File: config.mk
export PLATFORM = sky130hd
export DESIGN_NAME = lw_pio_responder
export DESIGN_NICKNAME = d
export VERILOG_FILES = /design/src/rtl/lw_pio_responder.sv
export SDC_FILE = /design/constraint.sdc
export NUM_CORES = 1
export LEC_CHECK = 0
export ABC_AREA = 1
export BUFFER_PORTS_ARGS = -buffer_cell sky130_fd_sc_hd__buf_4
export CAP_MARGIN = 30
export CORE_MARGIN = 4
export CORE_UTILIZATION = 45
export CTS_CLUSTER_DIAMETER = 100
export DETAILED_ROUTE_END_ITERATION = 8
export PLACE_DENSITY = 0.61
export SLEW_MARGIN = 10
export SYNTH_ARGS = -nofsm -noshare
export SYNTH_HDL_FRONTEND = slang
export SYNTH_SLANG_ARGS = --single-unit
export TNS_END_PERCENT = 30
File: constraint.sdc
create_clock -name clk -period 2.5 [get_ports clk]
set_clock_uncertainty 0.05 [all_clocks]
set_input_delay 0.25 -clock clk [delete_from_list [all_inputs] [get_ports clk]]
set_output_delay 0.25 -clock clk [all_outputs]
set_load 0.05 [all_outputs]
File: src/rtl/lw_pio_responder.sv
// Avalon-MM LED/switch PIO responder on the HPS lightweight H2F bridge.
// Macro LW_PIO_IRQ_EN enables IRQ_MASK and the irq output; otherwise irq is tied low.
module lw_pio_responder #(
    parameter int LED_W           = 8,
    parameter int SW_W            = 4,
    parameter int DEBOUNCE_CYCLES = 1000000,
    parameter int PERIOD_W        = 24
) (
    input  logic             clk,
    input  logic             reset,
    input  logic [2:0]       avs_address,
    input  logic             avs_read,
    input  logic             avs_write,
    input  logic [31:0]      avs_writedata,
    output logic [31:0]      avs_readdata,
    output logic             avs_readdatavalid,
    input  logic [SW_W-1:0]  sw_in,
    output logic [LED_W-1:0] led_out,
    output logic             irq
);
    localparam int DB_W = (DEBOUNCE_CYCLES > 1) ? $clog2(DEBOUNCE_CYCLES) : 1;
    localparam logic [DB_W-1:0] DB_LAST = DB_W'(DEBOUNCE_CYCLES - 1);

    typedef enum logic [2:0] {
        A_LED_DATA     = 3'd0,
        A_SW_STATE     = 3'd1,
        A_SW_EDGE      = 3'd2,
        A_IRQ_MASK     = 3'd3,
        A_BLINK_EN     = 3'd4,
        A_BLINK_PERIOD = 3'd5,
        A_RSVD6        = 3'd6,
        A_RSVD7        = 3'd7
    } reg_addr_e;

    reg_addr_e           addr;
    logic                wr_led, wr_edge, wr_en, wr_period, rd_go;
    logic [LED_W-1:0]    led_data, blink_en;
    logic [PERIOD_W-1:0] blink_period, blink_cnt;
    logic                blink_phase;
    logic [SW_W-1:0]     sync1, sync2, sw_state, sw_edge, irq_mask;
    logic [SW_W-1:0]     sw_changed, edge_clr;
    logic [DB_W-1:0]     db_cnt;
    logic [31:0]         rd_mux;
    logic                unused_wdata;

    assign addr         = reg_addr_e'(avs_address);
    assign wr_led       = avs_write && (addr == A_LED_DATA);
    assign wr_edge      = avs_write && (addr == A_SW_EDGE);
    assign wr_en        = avs_write && (addr == A_BLINK_EN);
    assign wr_period    = avs_write && (addr == A_BLINK_PERIOD);
    assign rd_go        = avs_read && !avs_write;
    assign unused_wdata = ^avs_writedata;

    always_ff @(posedge clk) begin
        if (reset) begin
            led_data     <= '0;
            blink_en     <= '0;
            blink_period <= '0;
        end else begin
            if (wr_led)    led_data     <= avs_writedata[LED_W-1:0];
            if (wr_en)     blink_en     <= avs_writedata[LED_W-1:0];
            if (wr_period) blink_period <= avs_writedata[PERIOD_W-1:0];
        end
    end

    // One shared counter: the whole vector is accepted once it has differed for DEBOUNCE_CYCLES clocks.
    always_ff @(posedge clk) begin
        if (reset) begin
            sync1    <= '0;
            sync2    <= '0;
            sw_state <= '0;
            db_cnt   <= '0;
        end else begin
            sync1 <= sw_in;
            sync2 <= sync1;
            if (sync2 == sw_state) begin
                db_cnt <= '0;
            end else if (db_cnt == DB_LAST) begin
                db_cnt   <= '0;
                sw_state <= sync2;
            end else begin
                db_cnt <= db_cnt + 1'b1;
            end
        end
    end

    assign sw_changed = ((sync2 != sw_state) && (db_cnt == DB_LAST)) ? (sync2 ^ sw_state) : '0;
    assign edge_clr   = wr_edge ? avs_writedata[SW_W-1:0] : '0;

    always_ff @(posedge clk) begin
        if (reset) sw_edge <= '0;
        else       sw_edge <= (sw_edge & ~edge_clr) | sw_changed;
    end

`ifdef LW_PIO_IRQ_EN
    logic wr_mask;
    assign wr_mask = avs_write && (addr == A_IRQ_MASK);

    always_ff @(posedge clk) begin
        if (reset) begin
            irq_mask <= '0;
            irq      <= 1'b0;
        end else begin
            if (wr_mask) irq_mask <= avs_writedata[SW_W-1:0];
            irq <= |(sw_edge & irq_mask);
        end
    end
`else
    assign irq_mask = '0;
    assign irq      = 1'b0;
`endif

    always_ff @(posedge clk) begin
        if (reset || wr_period || (blink_period == '0)) begin
            blink_cnt   <= '0;
            blink_phase <= 1'b0;
        end else if (blink_cnt == blink_period - PERIOD_W'(1)) begin
            blink_cnt   <= '0;
            blink_phase <= ~blink_phase;
        end else begin
            blink_cnt <= blink_cnt + 1'b1;
        end
    end

    always_ff @(posedge clk) begin
        if (reset) led_out <= '0;
        else       led_out <= led_data ^ (blink_en & {LED_W{blink_phase}});
    end

    always_comb begin
        rd_mux = '0;
        case (addr)
            A_LED_DATA:     rd_mux[LED_W-1:0]    = led_data;
            A_SW_STATE:     rd_mux[SW_W-1:0]     = sw_state;
            A_SW_EDGE:      rd_mux[SW_W-1:0]     = sw_edge;
            A_IRQ_MASK:     rd_mux[SW_W-1:0]     = irq_mask;
            A_BLINK_EN:     rd_mux[LED_W-1:0]    = blink_en;
            A_BLINK_PERIOD: rd_mux[PERIOD_W-1:0] = blink_period;
            default:        rd_mux               = '0;
        endcase
    end

    always_ff @(posedge clk) begin
        if (reset) begin
            avs_readdata      <= '0;
            avs_readdatavalid <= 1'b0;
        end else begin
            avs_readdatavalid <= rd_go;
            avs_readdata      <= rd_go ? rd_mux : '0;
        end
    end

endmodule

# ---- Yosys cells after proc, flatten, opt, wreduce, memory -nomap -nowiden
# Cells that the tools add are included.
dict set report classes {
  addsub 3
  n_eq_ne 8
  mux 4
  bitwise 10
  reduce_logical 16
}
# op count
set op_table {}
lappend op_table {{24-bit by 1-bit adder with 24-bit output, second input constant} 1}
lappend op_table {{24-bit == test} 1}
lappend op_table {{24-bit logical NOT} 1}
lappend op_table {{24-bit by 1-bit subtractor with 24-bit output, second input constant} 1}
lappend op_table {{20-bit by 1-bit adder with 20-bit output, second input constant} 1}
lappend op_table {{20-bit == test, second input constant} 1}
lappend op_table {{4-bit one-hot mux with 5 select lines} 1}
lappend op_table {{4-bit one-hot mux with 3 select lines} 1}
lappend op_table {{8-bit bitwise AND} 1}
lappend op_table {{4-bit 2-to-1 mux} 2}
lappend op_table {{8-bit XOR} 1}
lappend op_table {{3-bit == test, second input constant} 2}
lappend op_table {{1-bit logical AND} 6}
lappend op_table {{3-bit OR reduction} 2}
lappend op_table {{4-bit bitwise AND} 1}
lappend op_table {{4-bit == test} 1}
lappend op_table {{4-bit inequality test} 1}
lappend op_table {{1-bit NOT} 4}
lappend op_table {{4-bit NOT} 1}
lappend op_table {{4-bit bitwise OR} 1}
lappend op_table {{2-bit OR reduction} 2}
lappend op_table {{4-bit XOR} 1}
lappend op_table {{3-bit by 1-bit == test with 1-bit output, second input constant} 1}
lappend op_table {{3-bit by 2-bit == test with 1-bit output, second input constant} 1}
lappend op_table {{other kinds (4)} 5}
dict set report word_totals {
  regBits 142
  output_inout_bits 42
  word_cells 56
}

# ---- Longest topological paths before layout
dict set report depth {
  depth_word 6
  mapped_depth 16
  mapped_depth_nobuf 16
}

# ---- Worst setup path before layout
# OpenSTA, ideal clock, no wires.
dict set report synth_path {
  kind {reg-to-reg}
  start {reg blink_period[0]}
  end {reg blink_cnt[18]}
  setup_time_ns 0.117
  arrival_time_ns 1.769
  path_slack_ns 0.564
  path_stages_with_launch 15
  path_cell_list {dfxtp_1 -> inv_2 -> ha_1 -> nand2_2 -> nor2_4 -> nand3_2 -> nor2_1 -> nand2_1 -> nand3_1 -> nand2_1 -> nor2_1 -> nand3_2 -> nand2_4 -> buf_12 -> nor2_1}
}
dict set report synth_between {
  elab_chain_cells 3
  word_cells_on_any_way 5
}
# item line
set synth_lines {}
lappend synth_lines {{start, declared} 38} ;# logic [PERIOD_W-1:0] blink_period, blink_cnt;
lappend synth_lines {{start signal, assigned} 62} ;# if (wr_period) blink_period <= avs_writedata[PERIOD_W-1:0];
lappend synth_lines {{24-bit by 1-bit subtractor with 24-bit output / 24-bit logical NOT (equally long branches)} {117, 114}}
lappend synth_lines {{24-bit == test / 1-bit logical OR (equally long branches)} {117, 114}}
lappend synth_lines {{2-bit OR reduction (no source line) (*)} n/a}
lappend synth_lines {{end signal, assigned} 121} ;# blink_cnt <= blink_cnt + 1'b1;
lappend synth_lines {{end, declared} 38}
# Mark *: on every way between the ends. The rest lies on a longest branch, timed or not.
# A chain may end at the register's enable or synchronous reset.

# ---- Worst setup path in the final report
dict set report layout_path {
  start {reg blink_period[0]}
  end {reg blink_cnt[10]}
}
# Same word-level chain as after synthesis.

==> metrics.yaml <==
sta:
  timing.setup.tns_ns: 0
  rsz0062_at_grt: "false"
  worst_hold_slack_ns: 0.0577
  maxSlewViolCount: 0
  period_share: 0.910
  hold_viol: 0
  setup_viol: 0
  period_minus_slack_ns: 2.27
  slew_headroom: 0.534
  tightest_slew_ns: 0.697
  max_freq_ghz: 0.440
cells_and_area:
  layout-drive-gt1-share: 0.147
  nets: 995
  design_area_mm2: 0.00755
  regArea_mm2: 0.00268
  diodes: 0
  final_cells: 1138
  fillers: 1361
  area_growth_pct: 20.6
  multi_input_area_mm2: 0.00297
setup_path:
  slowest_delay_ns: 0.33
  arrival_ns: 2.52
  slowest_stage: "dfxtp_1"
  worstPathRequired_ns: 2.75
  path_max_fanout: 24
  worstSetupEndpointType: "register"
  crit_type: "register to register"
  crit_chain: "inv_2, ha_1, nand2_2, nor2_4, nand3_2, nand2_1, nand2_1, inv_1, nand3_1, nor2_1, nand3_2, nand2_8, a21oi_1"
  critPathLaunchType: "register"
yosys:
  syn-cell-area_mm2: 0.00626
  synthArstFlopShare: 0
  synthFlopType: "dfxtp_1"
  synthDistinctLibCells: 43
  ys_ff_latch: 134
  yosysWarnings: 0
  synth_edf_count: 0
  synth_seq_area_share: 0.428
  synth_cells: 872
  synth_area_per_cell_um2: 7.18
place:
  dpl.cell_count: 1102
  dp_hpwl_um: 11300
  gp_congestion: 0.885
  placed_cell_area_mm2: 0.00690
  numPortBuffers: 67
floorplan:
  row_count: 42
  die_h_um: 126
  initial_core_util: 0.466
  chipWidth_um: 126
  core_mm2: 0.0135
  dieArea_mm2: 0.0159
  ios: 85
clock_network:
  cts.htree.levels: 4
  cts.path.max_buffers: 2
  clk_latency_ns: 0.42
  cts_buffers: 17
  clockRootBuffer: "clkbuf_16"
  clock_sinks: 134
  cts_tree: "yes"
  path_clk_slew_ns: 0.07
  cts_setup_buffers: 0
global_route:
  antenna_found_initial: 0
  grt_max_degree: 49
  grt_pass1_wl_um: 24900
  gr-total-overflow: 0
  grt_pass1_vias: 5157
  grt_use_total: 0.194
detailed_routing:
  drt_iter0_drc: 403
  drtAntennaViolNets: 0
  wl_per_cell_um: 13.6
  num_vias: 5545
  vias_per_cell: 4.87
  drc_errors: 0
  drt_wl_total_um: 15400
  dr.pass1.iters: 5
job:
  drv_cap: 0
min_path:
  hold_class: "primary input to register"
power:
  p_sw_w: 0.00137
  p_leak_nw: 3.23
  combPwrFrac: 0.104
  swShare: 0.261
  p_int_w: 0.00389
  pwr-share-clk: 0.476
  power_frac_seq: 0.421
  p_per_area_mw_per_mm2: 697
  vdd_drop_max_uv: 607
run_status:
  outcome: "finished, final reports clean"
path summary, 6_finish.rpt:
path                                        start          endpoint  slack (ns)  cells after the start
worst max register to register    blink_period[0]     blink_cnt[10]        0.23                     13
worst min-delay path            avs_writedata[14]  blink_period[14]        0.06                      3
worst min register to register           sync1[3]          sync2[3]        0.35                      2
worst max-delay path              blink_period[0]     blink_cnt[10]        0.23                     13
registers in the layout, indices dropped and copies added (netlist names):
| register | flops |
|---|---|
| blink_period | 24 |
| sw_edge | 4 |
| blink_cnt | 24 |
| sync2 | 4 |
| avs_readdatavalid | 1 |
| db_cnt | 20 |
| blink_en | 8 |
| led_data | 8 |
| sync1 | 4 |
| led_out | 8 |
| blink_phase | 1 |
| avs_readdata | 24 |
| sw_state | 4 |
critical path: cells and delay by family, from the launching register on:
kind | cells | cell delay (ns)
AO/OA/AOI/OAI | 1 | 0.08
adder cells (fa/ha/maj) | 1 | 0.26
buffers and inverters | 2 | 0.21
flip-flops | 1 | 0.33
AND/OR/NAND/NOR | 9 | 1.20
Yosys cell counts (3+ instances only):
| cell type | n | share of area |
|---|---|---|
| xor2_1 | 26 | 0.036 |
| o22ai_1 | 9 | 0.0090 |
| o221ai_1 | 3 | 0.0042 |
| o21ai_0 | 64 | 0.051 |
| nor2_4 | 4 | 0.0072 |
| nand2_2 | 4 | 0.0040 |
| nor3b_1 | 3 | 0.0036 |
| nand3_1 | 44 | 0.035 |
| nor4_1 | 6 | 0.0060 |
| clkbuf_1 | 13 | 0.0078 |
| nand2_1 | 142 | 0.085 |
| dfxtp_1 | 134 | 0.43 |
| nand3_2 | 3 | 0.0048 |
| buf_4 | 10 | 0.012 |
| inv_1 | 128 | 0.077 |
| xnor2_1 | 16 | 0.022 |
| nor3_1 | 11 | 0.0088 |
| a21oi_1 | 64 | 0.051 |
| nor2_1 | 130 | 0.078 |
| nand3b_1 | 4 | 0.0048 |
| nand4_1 | 10 | 0.010 |
| ha_1 | 3 | 0.0060 |
| a311oi_1 | 4 | 0.0056 |
| nor2_2 | 15 | 0.015 |
cell families after synthesis:
kind of cell,count (synthesis),synth area share
simple gates,385,0.275
buf+inv,158,0.105
compound gates,149,0.127
flops,134,0.428
xor+xnor,42,0.0587
fa+ha+maj,3,0.00599
other cells,1,0.000599
cell type report:
type / count / area share
Clock inverter: 13 / 0.0195
Timing Repair Buffer: 78 / 0.0789
Multi-Input combinational cell: 588 / 0.393
Inverter: 130 / 0.0646
Sequential cell: 134 / 0.355
Clock buffer: 19 / 0.0600
Tap cell: 176 / 0.0292
power groups by stage:
stage / clock (W) / sequential [W] / combinational, W
after floorplan: 0 / 0.00226 / 0.000398
after global placement: 0 / 0.00226 / 0.000531
after detailed placement: 0 / 0.00226 / 0.000536
after CTS: 0.00255 / 0.00221 / 0.000544
after global routing: 0.00265 / 0.00222 / 0.000618
final: 0.00250 / 0.00222 / 0.000547
what timing repair did:
action | in CTS | in global routing
endpoints found under the setup margin | 0 | 27
endpoints found under the hold margin | 4 | 0
hold buffers | 4 | 0
resized for setup | 0 | 3
metal layers:
layer  vias to the layer above  global-route usage  part of all wire
met5                         -                   0                 0
met4                         0              0.0637             0.015
met3                        18              0.0445             0.039
met2                       100               0.301              0.46
met1                      2495               0.268              0.49
li1                       2932                   -                 -
placed cells by master, fill, tap and decap left out, types with 2 or more instances in the layout:
| cell type | count |
|---|---|
| nor2_1 | 130 |
| nor3b_1 | 3 |
| bufinv_16 | 2 |
| nor4_1 | 6 |
| a311oi_1 | 4 |
| inv_1 | 127 |
| and2_1 | 2 |
| a21oi_1 | 64 |
| clkinv_4 | 6 |
| inv_2 | 3 |
| nand2_1 | 141 |
| inv_6 | 2 |
| nor3_1 | 11 |
| o21ai_0 | 64 |
| o221ai_1 | 3 |
| buf_4 | 74 |
| xor2_1 | 26 |
| nand2_2 | 5 |
| nand4_1 | 10 |
| nor2_4 | 4 |
| clkinv_2 | 2 |
| dfxtp_1 | 134 |
| nor2_2 | 15 |
| nand3_2 | 3 |
| clkbuf_8 | 2 |
| xnor2_1 | 16 |
| nand3b_1 | 4 |
| ha_1 | 3 |
| conb_1 | 9 |
| clkbuf_16 | 17 |
| dlygate4sd3_1 | 4 |
| nand3_1 | 44 |
| o22ai_1 | 9 |
through the flow:
stage / util / setup WS (ns) / power, W
3_3_place_gp: 0.513 / 0.196 / 0.00279
5_1_grt: 0.561 / 0.00120 / 0.00548
4_1_cts: 0.561 / 0.146 / 0.00531
3_5_place_dp: 0.513 / 0.159 / 0.00280
2_1_floorplan: - / 0.564 / 0.00266
6_report: 0.561 / 0.226 / 0.00527
Power figures use the tool's default switching activity.
